[config.mk]
export PLATFORM = sky130hd
export DESIGN_NAME = btn_debounce_sync
export DESIGN_NICKNAME = d
export VERILOG_FILES = /design/src/rtl/btn_debounce_sync.sv
export SDC_FILE = /design/constraint.sdc
export NUM_CORES = 1
export LEC_CHECK = 0
export CAP_MARGIN = 20
export CORE_UTILIZATION = 55
export CTS_BUF_LIST = sky130_fd_sc_hd__clkbuf_4 sky130_fd_sc_hd__clkbuf_8
export DETAILED_ROUTE_END_ITERATION = 12
export HOLD_SLACK_MARGIN = 0.02
export PLACE_DENSITY = 0.72
export SYNTH_ARGS = -nofsm -noshare
export SYNTH_HDL_FRONTEND = slang
export SYNTH_SLANG_ARGS = --single-unit
[constraint.sdc]
create_clock -name clk -period 2 [get_ports clk]
set_input_delay 0.2 -clock clk [delete_from_list [all_inputs] [get_ports clk]]
set_output_delay 0.2 -clock clk [all_outputs]
set_load 0.005 [all_outputs]
[src/rtl/btn_debounce_sync.sv]
// btn_debounce_sync
//
// Input conditioning for raw push-buttons and slide switches. Each channel
// goes through a multi-flop synchroniser and then a tick-sampled debouncer.
// One prescaler is shared by all channels. The block delivers a clean
// registered level plus one-cycle rise and fall pulses per channel.
//
// Ports:
//   clk          system clock
//   reset        synchronous, active-high reset (clears every flop)
//   btn_raw      [WIDTH-1:0] raw asynchronous inputs
//   btn_level    [WIDTH-1:0] debounced level per channel
//   btn_rise     [WIDTH-1:0] one-cycle pulse when btn_level goes 0->1
//   btn_fall     [WIDTH-1:0] one-cycle pulse when btn_level goes 1->0
//   sample_tick  one-cycle prescaler tick, period TICK_DIV
//
// Timing note: the channel counters update on the same clock edge that
// raises sample_tick. A newly accepted level therefore becomes visible in
// the same cycle as the tick that accepted it, and the rise or fall pulse
// appears in that same cycle.

module btn_debounce_sync #(
  parameter int WIDTH        = 2,
  parameter int TICK_DIV     = 100000,
  parameter int STABLE_TICKS = 10,
  parameter int SYNC_STAGES  = 2
) (
  input  logic             clk,
  input  logic             reset,
  input  logic [WIDTH-1:0] btn_raw,
  output logic [WIDTH-1:0] btn_level,
  output logic [WIDTH-1:0] btn_rise,
  output logic [WIDTH-1:0] btn_fall,
  output logic             sample_tick
);

  localparam int PCNT_W = (TICK_DIV > 1) ? $clog2(TICK_DIV) : 1;
  localparam int SCNT_W = (STABLE_TICKS > 0) ? $clog2(STABLE_TICKS + 1) : 1;
  localparam logic [PCNT_W-1:0] PCNT_LAST = PCNT_W'(TICK_DIV - 1);
  localparam logic [SCNT_W-1:0] SCNT_LAST = SCNT_W'(STABLE_TICKS - 1);

  // ---------------------------------------------------------------------------
  // Synchroniser chain: stage 0 samples btn_raw, and the last stage feeds
  // the debouncer.
  // ---------------------------------------------------------------------------
  logic [WIDTH-1:0] sync_q [SYNC_STAGES];
  logic [WIDTH-1:0] sync_d [SYNC_STAGES];
  logic [WIDTH-1:0] sync_last;

  always_comb begin
    sync_d[0] = btn_raw;
    for (int s = 1; s < SYNC_STAGES; s++) begin
      sync_d[s] = sync_q[s-1];
    end
  end

  always_ff @(posedge clk) begin
    if (reset) begin
      for (int s = 0; s < SYNC_STAGES; s++) begin
        sync_q[s] <= '0;
      end
    end else begin
      for (int s = 0; s < SYNC_STAGES; s++) begin
        sync_q[s] <= sync_d[s];
      end
    end
  end

  assign sync_last = sync_q[SYNC_STAGES-1];

  // ---------------------------------------------------------------------------
  // Shared prescaler: pcnt wraps at TICK_DIV-1. tick_d is the registered
  // tick's next value, and it also serves as the channel update enable.
  // ---------------------------------------------------------------------------
  logic [PCNT_W-1:0] pcnt_q, pcnt_d;
  logic              tick_q, tick_d;

  always_comb begin
    tick_d = (pcnt_q == PCNT_LAST);
    pcnt_d = tick_d ? '0 : pcnt_q + PCNT_W'(1);
  end

  always_ff @(posedge clk) begin
    if (reset) begin
      pcnt_q <= '0;
      tick_q <= 1'b0;
    end else begin
      pcnt_q <= pcnt_d;
      tick_q <= tick_d;
    end
  end

  assign sample_tick = tick_q;

  // ---------------------------------------------------------------------------
  // Per-channel debouncer. scnt == 0 means the channel is idle (the sampled
  // value agrees with the level, or no progress has been made). scnt > 0
  // means a differing value is pending. A tick that samples agreement drops
  // all progress, so only an unbroken run of STABLE_TICKS differing samples
  // changes the level.
  // ---------------------------------------------------------------------------
  for (genvar gi = 0; gi < WIDTH; gi++) begin : g_chan
    logic [SCNT_W-1:0] scnt_q, scnt_d;
    logic              level_q, level_d;
    logic              rise_q, rise_d;
    logic              fall_q, fall_d;

    always_comb begin
      scnt_d  = scnt_q;
      level_d = level_q;
      if (tick_d) begin
        if (sync_last[gi] == level_q) begin
          scnt_d = '0;
        end else if (scnt_q == SCNT_LAST) begin
          level_d = sync_last[gi];
          scnt_d  = '0;
        end else begin
          scnt_d = scnt_q + SCNT_W'(1);
        end
      end
      // Pulses are registered alongside the level, so each pulse lines up
      // with the first cycle that shows the new level.
      rise_d = level_d & ~level_q;
      fall_d = ~level_d & level_q;
    end

    always_ff @(posedge clk) begin
      if (reset) begin
        scnt_q  <= '0;
        level_q <= 1'b0;
        rise_q  <= 1'b0;
        fall_q  <= 1'b0;
      end else begin
        scnt_q  <= scnt_d;
        level_q <= level_d;
        rise_q  <= rise_d;
        fall_q  <= fall_d;
      end
    end

    assign btn_level[gi] = level_q;
    assign btn_rise[gi]  = rise_q;
    assign btn_fall[gi]  = fall_q;
  end

endmodule

---- Word level (Yosys, flattened, before mapping) ----
Memories as Yosys holds them, arrays and structs flattened.
Cells that the tools add are included.
operators by class
  muxes and demuxes ....................... 15
  add/sub/neg operators ................... 3
  bitwise logic cells ..................... 10
  reductions and logical operators ........ 1
  equal/unequal tests ..................... 5
operators by type and width
  cell                                                             count
  17-bit by 1-bit adder with 17-bit output, second input constant  1
  17-bit equality test, second input constant                      1
  4-bit 2-to-1 mux                                                 4
  1-bit 2-to-1 mux                                                 9
  4-bit by 1-bit adder with 4-bit output, second input constant    2
  4-bit equality test, second input constant                       2
  1-bit AND                                                        4
  2-bit 2-to-1 mux                                                 2
  1-bit NOT                                                        4
  1-bit equality test                                              2
  1-bit OR                                                         2
  2-bit OR reduction                                               1
storage, ports and cells
  memories kept ........................... 1
  output and inout port bits .............. 7
  memory bits (writable) .................. 4
  register bits ........................... 32
memories
  name    words  width  read ports  clocked after memory_dff  wr ports  RTL line  source
  sync_q  2      2      2           0                         2         46        logic [WIDTH-1:0] sync_q [SYNC_STAGES];

---- Longest topological paths before layout ----
  word-level depth ........................ 6
  depth in mapped cells ................... 7

---- Least setup slack after synthesis ----
No wires, ideal clock.
  path kind ............................... flip-flop to flip-flop
  start ................................... register pcnt_q[0]
  end ..................................... register g_chan[1].scnt_q[1]
  arrival ................................. 1657 ps
  slack ................................... 272 ps
  required time ........................... 1929 ps
  cell stages (with the launch flop) ...... 7
  path buffers ............................ 1
  clock period less this slack ............ 1728 ps
  path through ............................ dfxtp_1 -> ha_1 -> and4_1 -> nand4_2 -> buf_6 -> or4_1 -> a21oi_1
on the way
  cells in the longest elaborated chain, start to end .. 1
RTL lines
  element                 RTL line  source
  from (decl)             75        logic [PCNT_W-1:0] pcnt_q, pcnt_d;
  from (signal assigned)  88        pcnt_q <= pcnt_d;
  17-bit equality test    79        tick_d = (pcnt_q == PCNT_LAST);
  to (signal assigned)    134       scnt_q <= scnt_d;
  to (decl)               103       logic [SCNT_W-1:0] scnt_q, scnt_d;
Every way passes these cells.
A chain may end at the register's enable or synchronous reset.

---- Worst setup path in the final report ----
  start ................................... register pcnt_q[0]
  end ..................................... register g_chan[1].scnt_q[2]
Same word-level chain as after synthesis.

==> PnR_summary.wiki <==
{| class="wikitable"
! Metric !! Value
|-
| Antenna diode count || 0
|-
| Area growth from synthesis to layout || 13.3%
|-
| Unrepaired setup endpoints after global routing || no
|-
| Average wire per cell in the routed design || about 14 um
|-
| Worst vdd rail ir drop || around 0.0005 V
|-
| Ys flop type || sky130_fd_sc_hd__dfxtp_1
|-
| Slew @ Worst Pin || ~0.40 ns
|-
| Clock tree from TritonCTS || yes
|-
| Number of antenna violations at the first check in global routing || 0
|-
| Global route total overflow || 0
|-
| Max Buffers Root-to-Sink || 2
|-
| Number of buffers inserted during clock tree synthesis || 5
|-
| CTS Hold Bufs || 0
|-
| Cell types with the largest area share after synthesis || sky130_fd_sc_hd__dfxtp_1 (44%), sky130_fd_sc_hd__xnor2_1 (5.8%), sky130_fd_sc_hd__nor2_1 (4.1%)
|-
| Die area || roughly 3200 um^2
|-
| Initial core utilization || 0.589
|-
| Drt first pass iters || 8
|-
| Crit end category || register
|-
| Placer congestion estimate || around 0.77
|-
| DR iter-0 viols || 44
|-
| Worst slew margin relative to its limit || 0.730
|-
| Max-slew violations || 0
|-
| Fin crit share || 0.924
|-
| Power Total || between 0.001 and 0.0015 W
|-
| Number of hold-slack violations in the final timing report || 0
|-
| End point of the worst hold path || sync_q[0][1]$_SDFF_PP0_
|-
| Async set-reset flop share out of synthesis || 0
|-
| Register bit total from synthesis || 36
|-
| Core ar. || 2810 um^2
|-
| Hold Crit Class || primary input to register
|-
| Hold Startpoint || btn_raw[1]
|-
| Final Critical Period || around 1.8 ns
|-
| I/O Pins || 11
|-
| Violated checks || DRC
|-
| Synth top area share || 0.436
|-
| Critical R2R Capture || g_chan[1].scnt_q[2]$_SDFFE_PP0N_
|-
| Highest achievable clock rate || 0.541 GHz
|-
| Run status || finished, violations left
|-
| Startpoint of the worst-slack reg-to-reg timing path || pcnt_q[0]$_SDFF_PP0_
|-
| Routed Wire Length || 3060 um
|-
| Post-Route Skew || between 0.01 and 0.015 ns
|-
| Fraction of final layout cells sized beyond drive strength 1 || 0.118
|-
| Vias per inst || about 5.6
|-
| Nets in the synthesized netlist || between 150 and 200
|-
| Top fanout value on the critical path || 16
|-
| Net total in the final layout || between 200 and 250
|-
| Avg Cell Area, Syn || about 9.2 um^2
|-
| Vertical die dimension || approximately 57 um
|-
| Most area-hungry cell type in the Yosys netlist || sky130_fd_sc_hd__dfxtp_1
|-
| Critical Path Source || pcnt_q[0]$_SDFF_PP0_
|-
| Latest clock arrival within the worst-skew pair || roughly 0.35 ns
|-
| Number of warnings reported in the yosys synthesis log || 0
|-
| Static leakage power || about 0.66 nW
|-
| Max cap viols || 0
|-
| Vias || between 1k and 1.5k
|-
| Largest net degree at the start of global routing || 17
|-
| Register-to-register path setup slack || 0.15 ns
|-
| Sink Count || 36
|-
| Antenna-violating nets left || 0
|-
| GRT Overall Usage || 0.217
|-
| Fill cell count || 230
|-
| Reg2Reg Depth || 5
|-
| Data required time of the critical path || between 2 and 2.5 ns
|-
| Clock tree root buffer cell || sky130_fd_sc_hd__clkbuf_4
|-
| Post-synthesis cell count || around 180
|-
| Total power per unit cell area || 684 nW/um^2
|-
| Final HPWL DP || 2200 um
|-
| Post-synthesis instance area || approximately 1700 um^2
|-
| CTS clock-pin slew for the worst setup and hold paths || ~0.11 ns
|-
| Total number of H-tree levels || 2
|-
| Number of remaining DRC errors || 3
|-
| Crit path kind || register to register
|-
| Global-route wire length before repair || between 5000 and 6000 um
|-
| Library cells used by synthesis || 37
|-
| Post-synth EDFFs || 0
|-
| Final setup violation count || 0
|-
| Floorplan die width || 56.8 um
|-
| Accumulated negative setup slack || 0 ns
|-
| Number of cell rows || 19
|-
| Arrival time at the worst endpoint || between 2 and 2.5 ns
|-
| Quantity of I/O buffers inserted on ports || 10
|-
| Number of global-route vias before repair || 1265
|-
| Seq/Total Area, Yosys || 0.436
|-
| Number of cells traversed by the worst hold path || 2
|-
| Type of origin of the critical path || register
|}
cells by family (layout without fill, tap and decap cells):
group                    count (synthesis)  in the layout  synth area share
AO/OA/AOI/OAI                           22             22            0.0795
AND/OR/NAND/NOR                         82             82             0.309
adder cells (fa/ha/maj)                  5              5            0.0379
buffers and inverters                   20             36            0.0636
XOR/XNOR                                14             14            0.0742
flip-flops                              36             36             0.436
power breakdown:
part	leakage [nW]	switching (W)	internal [W]
combinational	0.323	0.0000188	0.0000184
clock	0.0412	0.000251	0.000261
sequential	0.291	0.00000745	0.000726
registers in the layout, indices dropped and copies added, names as in the netlist:
signal and cells:
g_chan.rise_q 2, pcnt_q 17, sync_q 4, g_chan.fall_q 2, g_chan.level_q 2, g_chan.scnt_q 8
sample_tick 1
layout by cell type, fill, tap and decap left out, types with 6 or more instances in the layout:
cell and n:
sky130_fd_sc_hd__or4_1 6, sky130_fd_sc_hd__clkdlybuf4s50_1 10, sky130_fd_sc_hd__a21oi_1 11, sky130_fd_sc_hd__xnor2_1 11, sky130_fd_sc_hd__nor2_1 18, sky130_fd_sc_hd__buf_4 8, sky130_fd_sc_hd__inv_1 10, sky130_fd_sc_hd__dfxtp_1 36
sky130_fd_sc_hd__nand2_1 7, sky130_fd_sc_hd__nand3_1 6
Yosys cell counts (2+ instances only):
master and number:
sky130_fd_sc_hd__dfxtp_1 36, sky130_fd_sc_hd__nor2_1 18, sky130_fd_sc_hd__a21oi_1 11, sky130_fd_sc_hd__xnor2_1 11, sky130_fd_sc_hd__inv_1 10, sky130_fd_sc_hd__nand2_1 7, sky130_fd_sc_hd__buf_4 6, sky130_fd_sc_hd__nand3_1 6
sky130_fd_sc_hd__or4_1 6, sky130_fd_sc_hd__ha_1 5, sky130_fd_sc_hd__nand4_1 5, sky130_fd_sc_hd__nor4_1 5, sky130_fd_sc_hd__o21ai_0 5, sky130_fd_sc_hd__and3_1 4, sky130_fd_sc_hd__nor2b_1 4, sky130_fd_sc_hd__nor3_1 4
sky130_fd_sc_hd__clkbuf_1 3, sky130_fd_sc_hd__nand2b_1 3, sky130_fd_sc_hd__or3_1 3, sky130_fd_sc_hd__xor2_1 3, sky130_fd_sc_hd__and2_1 2, sky130_fd_sc_hd__nand3b_1 2, sky130_fd_sc_hd__nor3b_1 2, sky130_fd_sc_hd__nor4b_2 2
sky130_fd_sc_hd__o21a_1 2, sky130_fd_sc_hd__o21ba_2 2, sky130_fd_sc_hd__or4b_1 2
timing repair:
action / in CTS / in global routing
gates resized for setup: 0 / 1
endpoints found under the setup margin: 0 / 11
setup buffers: 0 / 0
critical path: stages, from the launching register on:
cell	delay (ns)
sky130_fd_sc_hd__dfxtp_1	0.39
sky130_fd_sc_hd__ha_1	0.18
sky130_fd_sc_hd__and4_1	0.26
sky130_fd_sc_hd__nand4_4	0.23
sky130_fd_sc_hd__or4_1	0.57
sky130_fd_sc_hd__a21oi_1	0.15
worst max path at each step:
stage,end,slack (ns),cells after the start
final,g_chan[1].scnt_q[2]$_SDFFE_PP0N_,0.15,5
after global routing,g_chan[0].scnt_q[0]$_SDFFE_PP0N_,0.0008,6
after CTS,g_chan[0].scnt_q[0]$_SDFFE_PP0N_,0.02,6
after detailed placement,g_chan[0].scnt_q[0]$_SDFFE_PP0N_,0.07,6
after global placement,g_chan[1].scnt_q[2]$_SDFFE_PP0N_,0.17,5
after floorplan,g_chan[1].scnt_q[1]$_SDFFE_PP0N_,0.27,6
layout make-up:
type	count	area [um^2]	share of cell area
flip-flops and latches	36	721	0.385
repair buffers	18	160	0.0855
inverters	10	37.5	0.0200
well taps	31	38.8	0.0207
multi-input cells	123	836	0.446
clock buffers	5	37.5	0.0200
clock inverters	3	42.5	0.0227
stage by stage:
step / instances / utilization / hold slack, ns / worst slack (ns) / area [um^2]
finish: 226 / 0.668 / 0.402 / 0.151 / 1870
global route: 226 / 0.668 / 0.397 / 0.000806 / 1870
CTS: 226 / 0.665 / 0.396 / 0.0222 / 1860
detailed placement: 218 / 0.636 / 0.432 / 0.0667 / 1780
global placement: 218 / 0.636 / 0.417 / 0.169 / 1780
floorplan: 179 / - / 0.272 / 0.272 / 1650
per-layer routing:
metal / vias to the layer above / global-route usage / part of all wire
met1: 579 / 0.222 / 0.42
met2: 20 / 0.396 / 0.51
met5: - / 0 / 0
li1: 654 / - / -
met4: 0 / 0.101 / 0.031
met3: 10 / 0.0691 / 0.037
(Power assumes the default switching activity.)
